`src/rtl/conv_output_buffer.sv`:
```
// Output FIFO between the convolution controller and the host: captures every
// finished pixel, presents it over valid/ready, and tracks stall, overflow and layer completion.
module conv_output_buffer #(
  parameter int DATA_WIDTH         = 32,
  parameter int COORD_WIDTH        = 32,
  parameter int DEPTH              = 16,
  parameter int ALMOST_FULL_MARGIN = 4,
  parameter int FEATURE_MAP_WIDTH  = 1024,
  parameter int FEATURE_MAP_HEIGHT = 1024,
  parameter int OUTPUT_NB_CHANNELS = 64
) (
  input  logic                     clk,
  input  logic                     arst_n_in,
  input  logic                     start,
  input  logic                     in_valid,
  input  logic [DATA_WIDTH-1:0]    in_data,
  input  logic [COORD_WIDTH-1:0]   in_x,
  input  logic [COORD_WIDTH-1:0]   in_y,
  input  logic [COORD_WIDTH-1:0]   in_ch,
  output logic                     out_valid,
  input  logic                     out_ready,
  output logic [DATA_WIDTH-1:0]    out_data,
  output logic [COORD_WIDTH-1:0]   out_x,
  output logic [COORD_WIDTH-1:0]   out_y,
  output logic [COORD_WIDTH-1:0]   out_ch,
  output logic                     stall_req,
  output logic                     overflow,
  output logic [$clog2(DEPTH):0]   fill_level,
  output logic                     done
);

  localparam int AW = $clog2(DEPTH);
  localparam int LW = AW + 1;
  localparam logic [LW-1:0] DEPTH_L  = LW'(DEPTH);
  localparam logic [LW-1:0] MARGIN_L = LW'(ALMOST_FULL_MARGIN);
  localparam logic [31:0]   TOTAL_L  =
    32'(FEATURE_MAP_WIDTH * FEATURE_MAP_HEIGHT * OUTPUT_NB_CHANNELS);

  logic [DATA_WIDTH-1:0]  mem_data_r [DEPTH];
  logic [COORD_WIDTH-1:0] mem_x_r    [DEPTH];
  logic [COORD_WIDTH-1:0] mem_y_r    [DEPTH];
  logic [COORD_WIDTH-1:0] mem_ch_r   [DEPTH];

  logic [AW-1:0] wr_ptr_r;
  logic [AW-1:0] rd_ptr_r;
  logic [LW-1:0] fill_r;
  logic [31:0]   pop_cnt_r;
  logic          overflow_r;
  logic          done_r;

  logic full_s;
  logic pop_s;
  logic push_s;
  logic drop_s;

  // A full FIFO still accepts a push when the head leaves on the same edge.
  assign full_s = (fill_r == DEPTH_L);
  assign pop_s  = out_valid && out_ready;
  assign push_s = in_valid && (!full_s || pop_s);
  assign drop_s = in_valid && full_s && !pop_s;

  assign out_valid  = (fill_r != {LW{1'b0}});
  assign out_data   = mem_data_r[rd_ptr_r];
  assign out_x      = mem_x_r[rd_ptr_r];
  assign out_y      = mem_y_r[rd_ptr_r];
  assign out_ch     = mem_ch_r[rd_ptr_r];
  assign stall_req  = ((DEPTH_L - fill_r) <= MARGIN_L);
  assign overflow   = overflow_r;
  assign fill_level = fill_r;
  assign done       = done_r;

  // Entry storage; start leaves contents in place since out_valid hides them.
  always_ff @(posedge clk or negedge arst_n_in) begin
    if (!arst_n_in) begin
      for (int i = 0; i < DEPTH; i++) begin
        mem_data_r[i] <= '0;
        mem_x_r[i]    <= '0;
        mem_y_r[i]    <= '0;
        mem_ch_r[i]   <= '0;
      end
    end else if (push_s && !start) begin
      mem_data_r[wr_ptr_r] <= in_data;
      mem_x_r[wr_ptr_r]    <= in_x;
      mem_y_r[wr_ptr_r]    <= in_y;
      mem_ch_r[wr_ptr_r]   <= in_ch;
    end else begin
      mem_data_r[wr_ptr_r] <= mem_data_r[wr_ptr_r];
    end
  end

  // Pointers, occupancy, sticky overflow, saturating pop counter and done flag.
  always_ff @(posedge clk or negedge arst_n_in) begin
    if (!arst_n_in) begin
      wr_ptr_r   <= '0;
      rd_ptr_r   <= '0;
      fill_r     <= '0;
      pop_cnt_r  <= 32'd0;
      overflow_r <= 1'b0;
      done_r     <= 1'b0;
    end else if (start) begin
      wr_ptr_r   <= '0;
      rd_ptr_r   <= '0;
      fill_r     <= '0;
      pop_cnt_r  <= 32'd0;
      overflow_r <= 1'b0;
      done_r     <= 1'b0;
    end else begin
      if (push_s) begin
        wr_ptr_r <= wr_ptr_r + AW'(1);
      end else begin
        wr_ptr_r <= wr_ptr_r;
      end
      if (pop_s) begin
        rd_ptr_r <= rd_ptr_r + AW'(1);
      end else begin
        rd_ptr_r <= rd_ptr_r;
      end
      case ({push_s, pop_s})
        2'b10:   fill_r <= fill_r + LW'(1);
        2'b01:   fill_r <= fill_r - LW'(1);
        default: fill_r <= fill_r;
      endcase
      if (drop_s) begin
        overflow_r <= 1'b1;
      end else begin
        overflow_r <= overflow_r;
      end
      if (pop_s && (pop_cnt_r != TOTAL_L)) begin
        pop_cnt_r <= pop_cnt_r + 32'd1;
      end else begin
        pop_cnt_r <= pop_cnt_r;
      end
      if (pop_s && (pop_cnt_r == TOTAL_L - 32'd1)) begin
        done_r <= 1'b1;
      end else begin
        done_r <= done_r;
      end
    end
  end

endmodule

```
`config.mk`:
```
export PLATFORM = sky130hd
export DESIGN_NAME = conv_output_buffer
export DESIGN_NICKNAME = d
export VERILOG_FILES = /design/src/rtl/conv_output_buffer.sv
export SDC_FILE = /design/constraint.sdc
export NUM_CORES = 2
export LEC_CHECK = 0
export ABC_CLOCK_PERIOD_IN_PS = 4800
export CAP_MARGIN = 15
export CORE_MARGIN = 1
export CORE_UTILIZATION = 40
export CTS_CLUSTER_DIAMETER = 150
export DETAILED_ROUTE_END_ITERATION = 16
export PLACE_DENSITY = 0.54
export RECOVER_POWER = 100
export SETUP_SLACK_MARGIN = 0.4
export SLEW_MARGIN = 30
export SYNTH_ARGS = -nofsm -noshare
export SYNTH_HDL_FRONTEND = slang
export SYNTH_SLANG_ARGS = --single-unit
```
`constraint.sdc`:
```
create_clock -name clk -period 4.8 [get_ports clk]
set_clock_uncertainty 0.1 [all_clocks]
set_input_delay 0.96 -clock clk [delete_from_list [all_inputs] [get_ports clk]]
set_output_delay 0.96 -clock clk [all_outputs]
set_load 0.005 [all_outputs]
```
**Yosys cells after proc, flatten, opt, wreduce, memory -nomap -nowiden**

Index checks and enable logic that the tools add are counted.

- Eq/ne operators: 5
- Add/subtract/negate cells: 6
- Reduce and logical (&&, ||, !) cells: 19
- Order comparisons: 4
- Bitwise logic cells: 2
- Mux-type cells: 35

Operators by type and width:

| kind | count |
|---|---|
| 512-bit bitwise mux | 5 |
| 32-bit binary-select mux with 4-bit select | 5 |
| 512-bit 2-to-1 mux | 1 |
| 32-bit 2-to-1 mux | 13 |
| 32-bit demux with 4-bit select | 1 |
| 32-bit by 1-bit adder with 32-bit output (second input constant) | 1 |
| 32-bit by 26-bit equality test with 1-bit output (second input constant) | 1 |
| 32-bit by 27-bit inequality test with 1-bit output (second input constant) | 1 |
| 4-bit 2-to-1 mux | 4 |
| 5-bit >= comparator (second input constant) | 2 |
| 4-bit NOT with 5-bit output | 2 |
| 5-bit one-hot mux with 2 select lines | 1 |
| 2-bit nonzero test | 5 |
| 4-bit by 1-bit adder with 4-bit output (second input constant) | 2 |
| 1-bit logical AND | 8 |
| 5-bit by 1-bit adder with 5-bit output (second input constant) | 1 |
| 5-bit equality test (second input constant) | 1 |
| 5-bit by 3-bit less-or-equal comparator with 1-bit output (second input constant) | 1 |
| 5-bit by 1-bit less-than comparator with 1-bit output (second input constant) | 1 |
| 5-bit 2-to-1 mux | 1 |
| 5-bit nonzero test | 1 |
| 5-bit by 1-bit subtractor with 5-bit output (second input constant) | 1 |
| 5-bit subtractor (first input constant) | 1 |
| 1-bit 2-to-1 mux | 4 |
| other kinds (5) | 7 |

- Register bits after elaboration: 2,095
- Input bits: 133
- Output and inout bits: 137

**Longest topological paths before layout**

- Depth in word-level cells: 7
- Depth in mapped cells: 13
- Depth with buffers taken out: 12

**Worst setup path after synthesis**

OpenSTA, ideal clock, no wires.

- Path type: register -> output
- Start point: reg rd_ptr_r[1]
- End point: out out_ch[0]
- Stages on the path, launching flop included: 6
- Arrival time: 2.056 ns
- Data required time: 3.740 ns
- Setup slack: 1.684 ns
- Cell sequence: dfrtp_1 -> clkbuf_1 -> clkbuf_1 -> clkbuf_1 -> mux4_2 -> mux4_2

- Longest elaborated chain between the ends: 4

Ends and longest elaborated chain:

| item | line | RTL |
|---|---|---|
| start: declaration | 45 | `logic [AW-1:0] rd_ptr_r;` |
| start signal: assignment | 114 | `rd_ptr_r <= rd_ptr_r + AW'(1);` |
| start signal: assignment | 116 | `rd_ptr_r <= rd_ptr_r;` |
| 4-bit NOT with 5-bit output (not written as such) | 66 | `assign out_ch = mem_ch_r[rd_ptr_r];` |
| 32-bit binary-select mux with 4-bit select | 66 |  |
| 32-bit 2-to-1 mux (not written as such) (2 in a row) | 66 |  |
| end: declaration | 25 | `output logic [COORD_WIDTH-1:0] out_ch,` |

Every way passes these cells. The select of a mux whose other input is x is not followed.

**Worst setup path after layout**

- Start point: reg rd_ptr_r[0]
- End point: out out_x[27]

- Longest elaborated chain between the ends: 4

Ends and longest elaborated chain:

| item | line | RTL |
|---|---|---|
| 4-bit NOT with 5-bit output (not written as such) | 64 | `assign out_x = mem_x_r[rd_ptr_r];` |
| 32-bit binary-select mux with 4-bit select | 64 |  |
| 32-bit 2-to-1 mux (not written as such) (2 in a row) | 64 |  |
| end: declaration | 23 | `output logic [COORD_WIDTH-1:0] out_x,` |

Every way passes these cells. The select of a mux whose other input is x is not followed.

==> reports/metrics.cfg <==
[setup_path]
r2r_start=fill_level[2]
cp.arrival_ns=3.52
rrSetupSlack_ns=0.29
cp_cell_sequence=buf_12 -> buf_12 -> clkbuf_16 -> mux4_2 -> mux4_2 -> dlygate4sd3_1
end_kind=primary output
cp_data_required_time_ns=3.74
crit_family=buffers and inverters
critPathBufInv=4
r2r_end=mem_ch_r[277]
reg2reg_depth=9
slowest_stage=dlygate4sd3_1
critPathLaunchType=register
worstPathMaxFanout=6
critical-path-max-stage-delay_ns=0.60
critPathKind=register to primary output

[timing]
timing.setup.tns_ns=0
fin_crit_sh_pct=95.4
whs_ns=0.379
finalHoldViolCount=0
max_slew_margin_pct=-44.0
drv_slew=800
worst_pin_slew_ns=2.16
max_freq_ghz=0.218
setup_viol=0
post-route-min-period_ns=4.58
rsz0062_at_grt=yes

[synthesis]
syn_area_um2=102000
synthTopCellsByArea=dfrtp_1 (51%), mux4_2 (17%), mux2_2 (15%)
ys.flop_type=dfrtp_1
synth_top_area_cell=dfrtp_1
async_flop_share_pct=100
ys_types=65
synth_edf_count=0
synth-seq-cells=2095
ys_seq_area_share_pct=51.2
ys_warn_count=0
synth_fp_nets=6961
synthCells=6817
syn_avg_cell_area_um2=15.0
yosysTopAreaCellShare_pct=51.2

[drt]
drt-initial-drc-count=5212
drt-total-wl_um=319000
ant_nets=0
drt-wirelength-per-cell_um=29.9
firstDrtPassIters=6
viasPerCell=5.98
remaining_drc_errors=0
via_count=63823

[final_layout]
drive_gt1_share_pct=41.7
multi_input_area_um2=46500
final_cell_area_um2=119000
syn2layout_area_growth_pct=16.3
nets=7251
seqCellArea_um2=52500
nFillCells=22083
utilization_pct=46.8

[die]
die_area_um2=258000
die_w_um=508
io_pins=270
start_util_pct=40.3
core_area_um2=254000
rows=185
die_h_um=508

[min_path]
whs_path_depth=1
hold_path.class=register to register
whs_endpoint=mem_x_r[138]
min_from=mem_x_r[138]

[place]
gp_congestion=0.862
place_area_um2=109000
dp_hpwl_um=174000
port_buffers=269

[global_route]
grt_overflow=0
grt_pass1_vias=66996
track_usage_pct=24.7
antenna_found_initial=43
grt_max_degree=125
grt_first_pass_wirelength_um=472000

[pwr]
power_mw=55.8
vdd_drop_max_mv=0.403
power.leakage_nw=50.0
powerDensity_nw_per_um2=469

[run_status]
violations=capacitance limit, slew limit
status=finished, violations left

[clock_tree]
clk_latency_ns=0.90
cts_tree=done
cts_buffer_depth=3
cts_sinks=2095
cts_buffers=228
path_clk_slew_ns=0.06
clockRootBuffer=clkbuf_16
h-tree-depth=4

[run]
cap_violations=14

[kinds of logic (layout without fill, tap and decap cells)]
family	Yosys count	after routing	synth area share [%]
simple gates	639	639	2.85
buf+inv	672	1146	3.41
mux	2759	2759	38.5
fa+ha+maj	11	11	0.134
flops	2095	2095	51.2
other cells	0	14	0
compound gates	623	623	3.74
xor+xnor	18	18	0.154
[placed cells by master, fill, tap and decap left out, drive strengths merged, types with 24 or more instances in the layout]
cell | Yosys | layout
o22ai | 117 | 117
dfrtp | 2095 | 2095
nand2 | 54 | 54
nand3 | 35 | 35
clkinv | 1 | 54
nor2 | 323 | 323
clkdlybuf4s50 | 0 | 132
buf | 391 | 358
mux2i | 460 | 460
mux4 | 760 | 760
a2111oi | 24 | 24
clkdlybuf4s25 | 0 | 31
mux2 | 1539 | 1539
a21oi | 409 | 409
nor3 | 132 | 132
a31oi | 25 | 25
clkbuf | 267 | 498
[area by class of cell]
type	instances	share of cell area (%)
Sequential cell	2095	44.1
Multi-Input combinational cell	4050	39.1
Timing Repair Buffer	718	6.77
Clock buffer	343	5.78
Tap cell	3366	3.54
Clock inverter	71	0.704
Inverter	14	0.0441
Antenna cell	14	0.0294
[routing by layer]
metal / global-route usage [%] / routed length, um / share of wire (%)
met1: 34.5 / 138000 / 43
met2: 38.8 / 148000 / 47
met3: 4.86 / 21600 / 6.8
met4: 7.80 / 10500 / 3.3
met5: 0 / 243 / 0.076
[what timing repair did]
action                     in CTS  in global routing
hold endpoints to repair        6                  0
hold buffers                    1                  0
setup endpoints to repair     128                110
setup buffers                  78                 65
cloned                         33                 12
gates resized for setup       286                182
[sequential cells by signal, summed over array words and instances, names as in the netlist]
name and flops:
mem_ch_r 512, mem_data_r 512, mem_x_r 512, mem_y_r 512, pop_cnt_r 32, fill_level 5, rd_ptr_r 4, wr_ptr_r 4
done 1, overflow 1
[worst max path at each step]
stage / from / to / slack [ns] / depth (start not counted)
2_1_floorplan: rd_ptr_r[1] / out_ch[0] / 1.68 / 5
3_3_place_gp: out_ready / mem_data_r[216] / 0.34 / 7
3_5_place_dp: out_ready / mem_x_r[332] / 0.73 / 7
4_1_cts: rd_ptr_r[0] / out_y[7] / 0.12 / 7
5_1_grt: rd_ptr_r[0] / out_y[19] / 0.12 / 8
6_report: rd_ptr_r[0] / out_x[27] / 0.22 / 6
[power breakdown]
part	internal (mW)	switching [mW]
Sequential	20.2	1.59
Combinational	8.37	7.68
Clock	10.3	7.65
Total	38.9	16.9
[cells in the mapped netlist, types with 13 or more instances]
library cell,instances
a2111oi_0,23
buf_1,14
nand3_1,34
nor2b_1,14
buf_4,119
buf_2,231
nand4_1,15
clkbuf_1,267
mux2_2,1367
nor3_1,132
dfrtp_1,2095
buf_6,23
mux2i_4,25
a21oi_1,409
mux2i_1,433
and2_1,13
o22ai_1,117
mux2_1,172
nand2_1,53
nor2_1,316
a31oi_2,21
mux4_2,755
[metrics by stage]
step | setup slack (ns) | instances
after floorplan | 1.68 | 6817
after global placement | 0.345 | 10051
after detailed placement | 0.727 | 10052
after CTS | 0.123 | 10578
after global routing | 0.123 | 10665
final | 0.218 | 10671
[worst reg2reg max path, cell delays in order (launching register included)]
cell and delay, ns:
dfrtp_1 0.45, nor4_1 0.48, ha_1 0.27, nor2b_1 0.08, o211ai_1 0.34, buf_12 0.24
clkbuf_2 0.79, nor2_4 0.08, clkbuf_4 0.79, mux2_2 0.74
Note: power is estimated with default switching activity, not from simulation.
